[config.mk]
export PLATFORM = sky130hd
export DESIGN_NAME = saikoro_roll_ctrl
export DESIGN_NICKNAME = d
export VERILOG_FILES = /design/src/rtl/saikoro_pkg.sv /design/src/rtl/saikoro_roll_ctrl_gap_timer.sv /design/src/rtl/saikoro_roll_ctrl.sv
export SDC_FILE = /design/constraint.sdc
export NUM_CORES = 1
export LEC_CHECK = 0
export ABC_AREA = 1
export CAP_MARGIN = 0
export CORE_AREA = 2 2 45 47
export CTS_CLUSTER_DIAMETER = 200
export DETAILED_ROUTE_END_ITERATION = 12
export DIE_AREA = 0 0 47 49
export GPL_ROUTABILITY_DRIVEN = 0
export MAX_ROUTING_LAYER = met4
export PLACE_DENSITY = 0.81
export SLEW_MARGIN = 20
export SYNTH_ARGS = -nofsm -noshare
export SYNTH_HDL_FRONTEND = slang
export SYNTH_HIERARCHICAL = 1
export SYNTH_SLANG_ARGS = --single-unit
[constraint.sdc]
create_clock -name ck -period 1.6 [get_ports ck]
set_input_delay 0.4 -clock ck [delete_from_list [all_inputs] [get_ports ck]]
set_output_delay 0.4 -clock ck [all_outputs]
set_load 0.01 [all_outputs]
[src/rtl/saikoro_pkg.sv]
// Shared definitions for the electronic-dice roll sequencer, dice counter and bench.
// Holds state encodings and face-value limits.
package saikoro_pkg;

  typedef enum logic [1:0] {
    IDLE   = 2'd0,
    ROLL   = 2'd1,
    SLOW   = 2'd2,
    SETTLE = 2'd3
  } roll_state_e;

  localparam int FACE_W = 3;

  localparam logic [FACE_W-1:0] FACE_MIN = 3'd1;
  localparam logic [FACE_W-1:0] FACE_MAX = 3'd6;

  function automatic logic [FACE_W-1:0] next_face(input logic [FACE_W-1:0] f);
    return (f == FACE_MAX) ? FACE_MIN : FACE_W'(f + 1'b1);
  endfunction

endpackage

[src/rtl/saikoro_roll_ctrl_gap_timer.sv]
// Slow-down pacing for the dice roll: issues SLOW_STEPS pulses with gaps that
// stretch by one cycle after every pulse. The module name is saikoro_gap_timer.
module saikoro_gap_timer #(
  parameter int SLOW_STEPS = 6,
  parameter int BASE_GAP   = 1
) (
  input  logic ck,
  input  logic reset,
  input  logic start,
  input  logic tick,
  output logic pulse,
  output logic last
);

  localparam int GW = $clog2(BASE_GAP + SLOW_STEPS + 1);
  localparam int SW = $clog2(SLOW_STEPS + 1);

  logic [GW-1:0] gap_q, gap_d;
  logic [GW-1:0] gapcnt_q, gapcnt_d;
  logic [SW-1:0] step_q, step_d;
  logic          pulse_q, pulse_d;

  // pulse_q is precomputed one cycle ahead so the strobe leaves a flop.
  always_comb begin
    gap_d    = gap_q;
    gapcnt_d = gapcnt_q;
    step_d   = step_q;
    pulse_d  = 1'b0;
    if (start) begin
      gap_d    = GW'(BASE_GAP);
      gapcnt_d = '0;
      step_d   = '0;
      pulse_d  = (BASE_GAP == 0);
    end else if (tick) begin
      if (pulse_q) begin
        gapcnt_d = '0;
        gap_d    = gap_q + 1'b1;
        step_d   = step_q + 1'b1;
      end else begin
        gapcnt_d = gapcnt_q + 1'b1;
        pulse_d  = (gapcnt_d == gap_q);
      end
    end
  end

  always_ff @(posedge ck or negedge reset) begin
    if (!reset) begin
      gap_q    <= '0;
      gapcnt_q <= '0;
      step_q   <= '0;
      pulse_q  <= 1'b0;
    end else begin
      gap_q    <= gap_d;
      gapcnt_q <= gapcnt_d;
      step_q   <= step_d;
      pulse_q  <= pulse_d;
    end
  end

  assign pulse = pulse_q;
  assign last  = pulse_q && (step_q == SW'(SLOW_STEPS - 1));

endmodule

[src/rtl/saikoro_roll_ctrl.sv]
// Dice roll sequencer: spin while the button is held, decelerate, then latch the face.
// Optional SAIKORO_AUTO_STOP_EN forces the slow-down after MAX_ROLL spin cycles.
module saikoro_roll_ctrl
  import saikoro_pkg::*;
#(
  parameter int SLOW_STEPS = 6,
  parameter int BASE_GAP   = 1
`ifdef SAIKORO_AUTO_STOP_EN
  ,
  parameter int MAX_ROLL   = 64
`endif
) (
  input  logic              ck,
  input  logic              reset,
  input  logic              button,
  input  logic [FACE_W-1:0] face,
  output logic              enable,
  output logic              busy,
  output logic              done,
  output logic [FACE_W-1:0] result
);

  roll_state_e       state_q, state_d;
  logic              button_q;
  logic              roll_en_q, roll_en_d;
  logic              busy_q, busy_d;
  logic              done_q, done_d;
  logic [FACE_W-1:0] result_q, result_d;

  logic press;
  logic roll_stop;
  logic timer_start;
  logic timer_tick;
  logic slow_pulse;
  logic slow_last;

`ifdef SAIKORO_AUTO_STOP_EN
  localparam int RW = (MAX_ROLL > 1) ? $clog2(MAX_ROLL) : 1;
  logic [RW-1:0] roll_cnt_q, roll_cnt_d;

  assign roll_stop = ~button | (roll_cnt_q == RW'(MAX_ROLL - 1));
`else
  assign roll_stop = ~button;
`endif

  // A button still held after a roll cannot re-trigger: only a fresh rising edge counts.
  assign press = button & ~button_q;

  always_comb begin
    state_d     = state_q;
    result_d    = result_q;
    done_d      = 1'b0;
    timer_start = 1'b0;
    timer_tick  = 1'b0;
`ifdef SAIKORO_AUTO_STOP_EN
    roll_cnt_d  = roll_cnt_q;
`endif
    case (state_q)
      IDLE: begin
        if (press) begin
          state_d = ROLL;
`ifdef SAIKORO_AUTO_STOP_EN
          roll_cnt_d = '0;
`endif
        end
      end
      ROLL: begin
`ifdef SAIKORO_AUTO_STOP_EN
        roll_cnt_d = roll_cnt_q + 1'b1;
`endif
        if (roll_stop) begin
          state_d     = SLOW;
          timer_start = 1'b1;
        end
      end
      SLOW: begin
        timer_tick = 1'b1;
        if (slow_last) state_d = SETTLE;
      end
      SETTLE: begin
        state_d  = IDLE;
        result_d = face;
        done_d   = 1'b1;
      end
      default: state_d = IDLE;
    endcase
    roll_en_d = (state_d == ROLL);
    busy_d    = (state_d != IDLE);
  end

  always_ff @(posedge ck or negedge reset) begin
    if (!reset) begin
      state_q    <= IDLE;
      button_q   <= 1'b0;
      roll_en_q  <= 1'b0;
      busy_q     <= 1'b0;
      done_q     <= 1'b0;
      result_q   <= '0;
`ifdef SAIKORO_AUTO_STOP_EN
      roll_cnt_q <= '0;
`endif
    end else begin
      state_q    <= state_d;
      button_q   <= button;
      roll_en_q  <= roll_en_d;
      busy_q     <= busy_d;
      done_q     <= done_d;
      result_q   <= result_d;
`ifdef SAIKORO_AUTO_STOP_EN
      roll_cnt_q <= roll_cnt_d;
`endif
    end
  end

  saikoro_gap_timer #(
    .SLOW_STEPS(SLOW_STEPS),
    .BASE_GAP  (BASE_GAP)
  ) u_gap_timer (
    .ck   (ck),
    .reset(reset),
    .start(timer_start),
    .tick (timer_tick),
    .pulse(slow_pulse),
    .last (slow_last)
  );

  assign enable = roll_en_q | slow_pulse;
  assign busy   = busy_q;
  assign done   = done_q;
  assign result = result_q;

endmodule

==> results by group, run 1 <==
Clock tree
  – TritonCTS Buffers: 3
  – Reg clk slew, reported paths: 0.11 ns
  – Root Driver: clkbuf_4
  – Clock latency on the worst-skew pair: 0.29 ns
  – Htree depth: 1
  – Clock sinks: 19
  – # hold bufs at CTS: 0
  – CTS tree: done
  – Deepest clock path buffer count: 2

Global routing
  – Pin count of the biggest net entering global routing: 20
  – All-Layer GR Usage: 17.8%
  – Initial antenna violation count: 0
  – First-pass GRT wire length: 2880 um
  – Grt ovf: 0
  – Number of global-route vias before repair: 715

Critical path
  – R2R depth: 8
  – RR Startpoint: state_q[0]$_DFF_PN0_
  – CP max stage cell: dfrtp_1
  – Crit-path max FO: 2
  – Crit path capture: enable
  – Worst Path Buf+Inv: 1
  – CP Depth: 2
  – Setup slack, reg-to-reg: 0.30 ns
  – CP Launch Type: flop
  – Sequence of cells on the critical path: or2_2 -> buf_2
  – R2r endpoint: u_gap_timer/pulse$_DFF_PN0_
  – Required time worst endpoint: 1.20 ns
  – CP Capture Type: primary output
  – Max incr delay on CP: 0.39 ns
  – WS Path Type: flop to primary output
  – Worst EP arrival: 1.11 ns
  – Crit path from: u_gap_timer/pulse$_DFF_PN0_
  – Cell family with most CP delay: flip-flops

Power and ir drop
  – Internal cell power: 1.09 mW
  – Max VDD drop: 0.881 mV
  – Switching share of power: 39.6%
  – Lkg Pwr: 0.644 nW
  – Pwr dens: 1610 nW/um^2
  – Total design power: 1.81 mW
  – Sw Pwr: 717 uW
  – Clk pwr share: 13.0%
  – Seq pwr share: 43.2%
  – Combinational power share: 43.8%

Layout
  – Nets: 143
  – Share of layout cells above drive strength 1: 16.7%
  – Area delta synth->final: 22.8%
  – Ant diodes: 0
  – Core Util, Final: 61.1%
  – Final instance area: 1130 sq um

Yosys
  – Cell variety after synth: 17
  – Synthesis-stage register bit count: 19
  – Warnings from Yosys: 6
  – Synth Area in Adders: 5.46%
  – Fraction of synthesized cell area in xor and xnor cells: 0.955%
  – Simple-Gate Fraction of Synth Area: 27.8%
  – Avg Cell Area, Syn: 8.19 sq um
  – Sequential fraction of the synthesis area: 51.8%
  – Synthesized Nets: 122
  – Compound-Gate Fraction of Synth Area: 5.32%
  – Proportion of synthesized area in mux cells: 0%
  – Largest family of logic cells by synthesized area: simple AND/OR/NAND/NOR gates
  – Gate Count Post-Synth: 112
  – Netlist Area Pre-Place: 917 sq um

Floorplan
  – Placement Rows: 16
  – Die ar.: 2300 sq um
  – Core area: 1840 sq um
  – Die width: 47 um
  – # IOs: 12
  – Die Height: 49 um
  – Starting Density: 49.8%

Timing
  – Clock skew: 0.00984 ns
  – Setup-failing EPs final: 0
  – Slew Limit Fails: 0
  – Rel. slew slack: 82.0%
  – Maximum clock rate: 664 MHz
  – Final Critical Period: 1.51 ns
  – Least-Margin Pin Slew: 0.269 ns
  – RSZ-0062 raised after global routing: no
  – Fin crit share: 94.2%
  – Min Hold Slack: 0.421 ns
  – Final hold vios: 0

Drt
  – Vias after detailed routing: 731
  – Post-DRT Antenna Nets: 0
  – DR iter-0 viols: 9
  – 1st-pass router iterations: 5
  – Avg WL per Cell: 10.3 um
  – Total Wirelength: 1630 um
  – Vias/cell: 4.60
  – Number of remaining DRC errors: 0

Placed design
  – Hpwl dp: 1260 um
  – Area after DPL: 1100 sq um
  – IO buf count: 11

Min path
  – Worst min path class: primary input to asynchronous set/reset pin

Job
  – Max-Cap Viols: 0

Run status
  – Status: finished clean
timing repair:
item | in CTS | in global routing
resized for setup | 6 | 3
setup endpoints to repair | 3 | 3
pin swaps | 0 | 0
buffers inserted | 0 | 0
how the worst min path moves through the flow:
stage | endpoint | start | depth (start not counted) | slack, ns
floorplan | busy$_DFF_PN0_ | reset | 0 | 0.10
finish | u_gap_timer/gapcnt_q[2]$_DFFE_PN0P_ | reset | 2 | 0.42
global placement | result[2]$_DFFE_PN0P_ | result[2]$_DFFE_PN0P_ | 2 | 0.47
CTS | u_gap_timer/gapcnt_q[2]$_DFFE_PN0P_ | reset | 2 | 0.42
detailed placement | result[0]$_DFFE_PN0P_ | result[0]$_DFFE_PN0P_ | 2 | 0.47
global route | u_gap_timer/gapcnt_q[2]$_DFFE_PN0P_ | reset | 2 | 0.44
synthesized netlist by cell type:
cell       n  area [sq um]
dfrtp_1   19           475
nor2_1     4          15.0
o21ai_1    6          30.0
nor3_1     1          5.00
nand3_1    9          45.0
inv_1     15          56.3
o211ai_1   1          7.51
or2_2      1          6.26
ha_1       4          50.1
nor2_2     2          12.5
o22ai_1    1          6.26
o21ai_0    1          5.00
inv_2      6          22.5
xnor2_1    1          8.76
nand2_1   38           143
nand2_4    2          22.5
nand2_2    1          6.26
layout make-up:
class | count | area [sq um]
inverters | 21 | 78.8
flip-flops and latches | 19 | 475
well taps | 27 | 33.8
clock inverters | 1 | 5.00
multi-input cells | 72 | 363
clock buffers | 3 | 22.5
fillers | 169 | 716
repair buffers | 16 | 148
cells by family after synthesis:
family	count (synthesis)
buffers and inverters	21
XOR/XNOR	1
AO/OA/AOI/OAI	9
AND/OR/NAND/NOR	58
flip-flops	19
adder cells (fa/ha/maj)	4
stage by stage:
stage | instances | setup TNS (ns) | setup slack (ns)
after floorplan | 112 | 0 | 0.415
after global placement | 155 | -0.0339 | -0.0242
after detailed placement | 155 | -0.268 | -0.0957
after CTS | 159 | 0 | 0.00110
after global routing | 159 | 0 | 0.0240
final | 159 | 0 | 0.0930
sequential cells by signal, summed over array words and instances, names as in the netlist:
register / flops
u_gap_timer/pulse: 1
done: 1
u_gap_timer/gapcnt_q: 3
u_gap_timer/step_q: 3
u_gap_timer/gap_q: 3
result: 3
roll_en_q: 1
state_q: 2
busy: 1
button_q: 1
per-layer routing:
metal	GRT usage (%)	up-vias	part of all wire, %
met3	4.44	2	3.7
met2	29.0	13	51
met5	-	-	0
met1	20.3	334	44
li1	-	382	-
met4	6.94	0	0.73
power by group through the flow:
stage	Sequential (mW)	Clock (mW)	Combinational (mW)
after floorplan	0.799	0	0.511
after global placement	0.786	0	0.807
after detailed placement	0.796	0	0.837
after CTS	0.788	0.242	0.812
after global routing	0.810	0.273	0.905
final	0.783	0.235	0.793
layout by cell type (no fill, tap or decap), drive strengths merged:
| cell type | Yosys | layout |
|---|---|---|
| buf | 0 | 6 |
| clkbuf | 0 | 3 |
| clkdlybuf4s50 | 0 | 5 |
| clkinv | 0 | 1 |
| dfrtp | 19 | 19 |
| dlygate4sd2 | 0 | 2 |
| dlymetal6s2s | 0 | 3 |
| ha | 4 | 4 |
| inv | 21 | 21 |
| nand2 | 41 | 41 |
| nand3 | 9 | 9 |
| nor2 | 6 | 6 |
| nor3 | 1 | 1 |
| o211ai | 1 | 1 |
| o21ai | 7 | 7 |
| o22ai | 1 | 1 |
| or2 | 1 | 1 |
| xnor2 | 1 | 1 |
(Power assumes the default switching activity.)
==> run 2, diff against run 1 <==
- CORE_AREA: 2 2 45 47 -> 2 2 49 51
- DIE_AREA: 0 0 47 49 -> 0 0 51 53
- PLACE_DENSITY: 0.81 -> 0.71
==> results by group, run 2 (synthesis results as in run 1) <==
Clock tree
  – Clock latency on the worst-skew pair: 0.30 ns (was 0.29 ns)
  – Htree depth: 1 (unchanged)
  – # hold bufs at CTS: 0 (unchanged)
  – Resize count post-CTS: 7 (was 6)
  – Reg clk slew, reported paths: 0.11 ns (about the same)
  – Clock sinks: 19 (unchanged)
  – CTS tree: done (unchanged)
  – Root Driver: clkbuf_4 (unchanged)
  – Number of post-CTS setup repair buffers: 0 (unchanged)
  – Deepest clock path buffer count: 2 (unchanged)
  – TritonCTS Buffers: 3 (unchanged)

Placed design
  – Hpwl dp: 1230 um (was 1260 um)
  – Area after DPL: 1080 sq um (was 1100 sq um)
  – IO buf count: 11 (unchanged)
  – Inst Count DP: 154 (was 155)

Global routing
  – Initial antenna violation count: 0 (unchanged)
  – All-Layer GR Usage: 15.6% (was 17.8%)
  – Number of global-route vias before repair: 731 (was 715)
  – Pin count of the biggest net entering global routing: 20 (unchanged)
  – First-pass GRT wire length: 2990 um (was 2880 um)
  – Grt ovf: 0 (unchanged)

Layout
  – Final cell count without fillers: 158 (was 159)
  – Filler Cell Count: 213 (was 169)
  – Final instance area: 1110 sq um (was 1130 sq um)
  – Ant diodes: 0 (unchanged)
  – Area delta synth->final: 20.6% (was 22.8%)
  – Core Util, Final: 51.5% (was 61.1%)
  – Nets: 141 (was 143)
  – Commonest non-fill, non-tap cell in the layout: nand2_1 (unchanged)
  – Most frequent cells in the layout: nand2_1, dfrtp_1, inv_1 (unchanged)
  – Share of layout cells above drive strength 1: 15.4% (was 16.7%)

Floorplan
  – Starting Density: 42.7% (was 49.8%)
  – Die ar.: 2700 sq um (was 2300 sq um)
  – Core area: 2150 sq um (was 1840 sq um)
  – Die Height: 53 um (was 49 um)
  – # IOs: 12 (unchanged)
  – Placement Rows: 17 (was 16)
  – Die width: 51 um (was 47 um)

Timing
  – Final hold vios: 0 (unchanged)
  – Slew Limit Fails: 0 (unchanged)
  – Setup-failing EPs final: 0 (unchanged)
  – Min Hold Slack: 0.427 ns (was 0.421 ns)
  – Final Critical Period: 1.55 ns (was 1.51 ns)
  – Least-Margin Pin Slew: 0.346 ns (was 0.269 ns)
  – Fin crit share: 97.0% (was 94.2%)
  – Rel. slew slack: 76.7% (was 82.0%)
  – Clock skew: 0.00351 ns (was 0.00984 ns)
  – Maximum clock rate: 645 MHz (was 664 MHz)
  – RSZ-0062 raised after global routing: no (unchanged)

Drt
  – Vias/cell: 4.58 (was 4.60)
  – Vias after detailed routing: 723 (was 731)
  – Avg WL per Cell: 10.1 um (was 10.3 um)
  – Number of remaining DRC errors: 0 (unchanged)
  – Post-DRT Antenna Nets: 0 (unchanged)
  – Total Wirelength: 1600 um (was 1630 um)
  – 1st-pass router iterations: 2 (was 5)
  – DR iter-0 viols: 13 (was 9)

Power and ir drop
  – Max VDD drop: 0.958 mV (was 0.881 mV)
  – Lkg Pwr: 0.608 nW (was 0.644 nW)
  – Pwr dens: 1610 nW/um^2 (about the same)

Critical path
  – Max incr delay on CP: 0.52 ns (was 0.39 ns)
  – WS Path Type: flop to primary output (unchanged)
  – Sequence of cells on the critical path: clkdlybuf4s50_1 (was or2_2 -> buf_2)
  – CP max stage cell: clkdlybuf4s50_1 (was dfrtp_1)
  – Required time worst endpoint: 1.20 ns (about the same)
  – CP Launch Type: flop (unchanged)
  – CP Capture Type: primary output (unchanged)
  – Crit-path max FO: 1 (was 2)
  – Worst EP arrival: 1.15 ns (was 1.11 ns)
  – Worst Path Buf+Inv: 1 (unchanged)
  – Cell family with most CP delay: buffers and inverters (was flip-flops)

Run status
  – Status: finished clean (unchanged)

Min path
  – Worst min path class: primary input to asynchronous set/reset pin (unchanged)

Job
  – Max-Cap Viols: 0 (unchanged)
-- run 2: power by group --
| group | internal (mW) | total [mW] | switching [mW] |
|---|---|---|---|
| logic | 0.324 | 0.758 | 0.434 |
| clock network | 0.0931 | 0.240 | 0.147 |
| registers | 0.650 | 0.781 | 0.131 |
-- run 2: layout make-up --
| cell class | instances | area [sq um] | share of cell area, % |
|---|---|---|---|
| clock buffers | 3 | 22.5 | 2.04 |
| repair buffers | 14 | 126 | 11.4 |
| well taps | 28 | 35.0 | 3.17 |
| multi-input cells | 72 | 363 | 32.8 |
| clock inverters | 1 | 5.00 | 0.452 |
| inverters | 21 | 78.8 | 7.13 |
| flip-flops and latches | 19 | 475 | 43.0 |
-- run 2: stage by stage --
step	setup TNS [ns]	setup slack [ns]	power (mW)
global route	0	0.0133	1.96
global placement	-0.631	-0.0942	1.57
CTS	0	0.00793	1.81
finish	0	0.0485	1.78
floorplan	0	0.415	1.31
detailed placement	-0.713	-0.105	1.60
-- run 2: worst paths after layout --
kind | from | to | slack [ns] | cells after the start
max reg2reg | state_q[0]$_DFF_PN0_ | u_gap_timer/step_q[2]$_DFFE_PN0P_ | 0.29 | 7
max in group asynchronous | reset | result[0]$_DFFE_PN0P_ | 0.97 | 2
min in group ck | result[1]$_DFFE_PN0P_ | result[1]$_DFFE_PN0P_ | 0.49 | 2
min reg2reg | result[1]$_DFFE_PN0P_ | result[1]$_DFFE_PN0P_ | 0.49 | 2
max | done$_DFF_PN0_ | done | 0.05 | 1
min | reset | u_gap_timer/gapcnt_q[2]$_DFFE_PN0P_ | 0.43 | 2
-- run 2: per-layer routing --
metal | part of all wire, % | global-route usage [%]
met5 | 0 | -
met2 | 49 | 25.8
met3 | 3.3 | 3.39
met4 | 1.6 | 8.11
met1 | 46 | 18.0
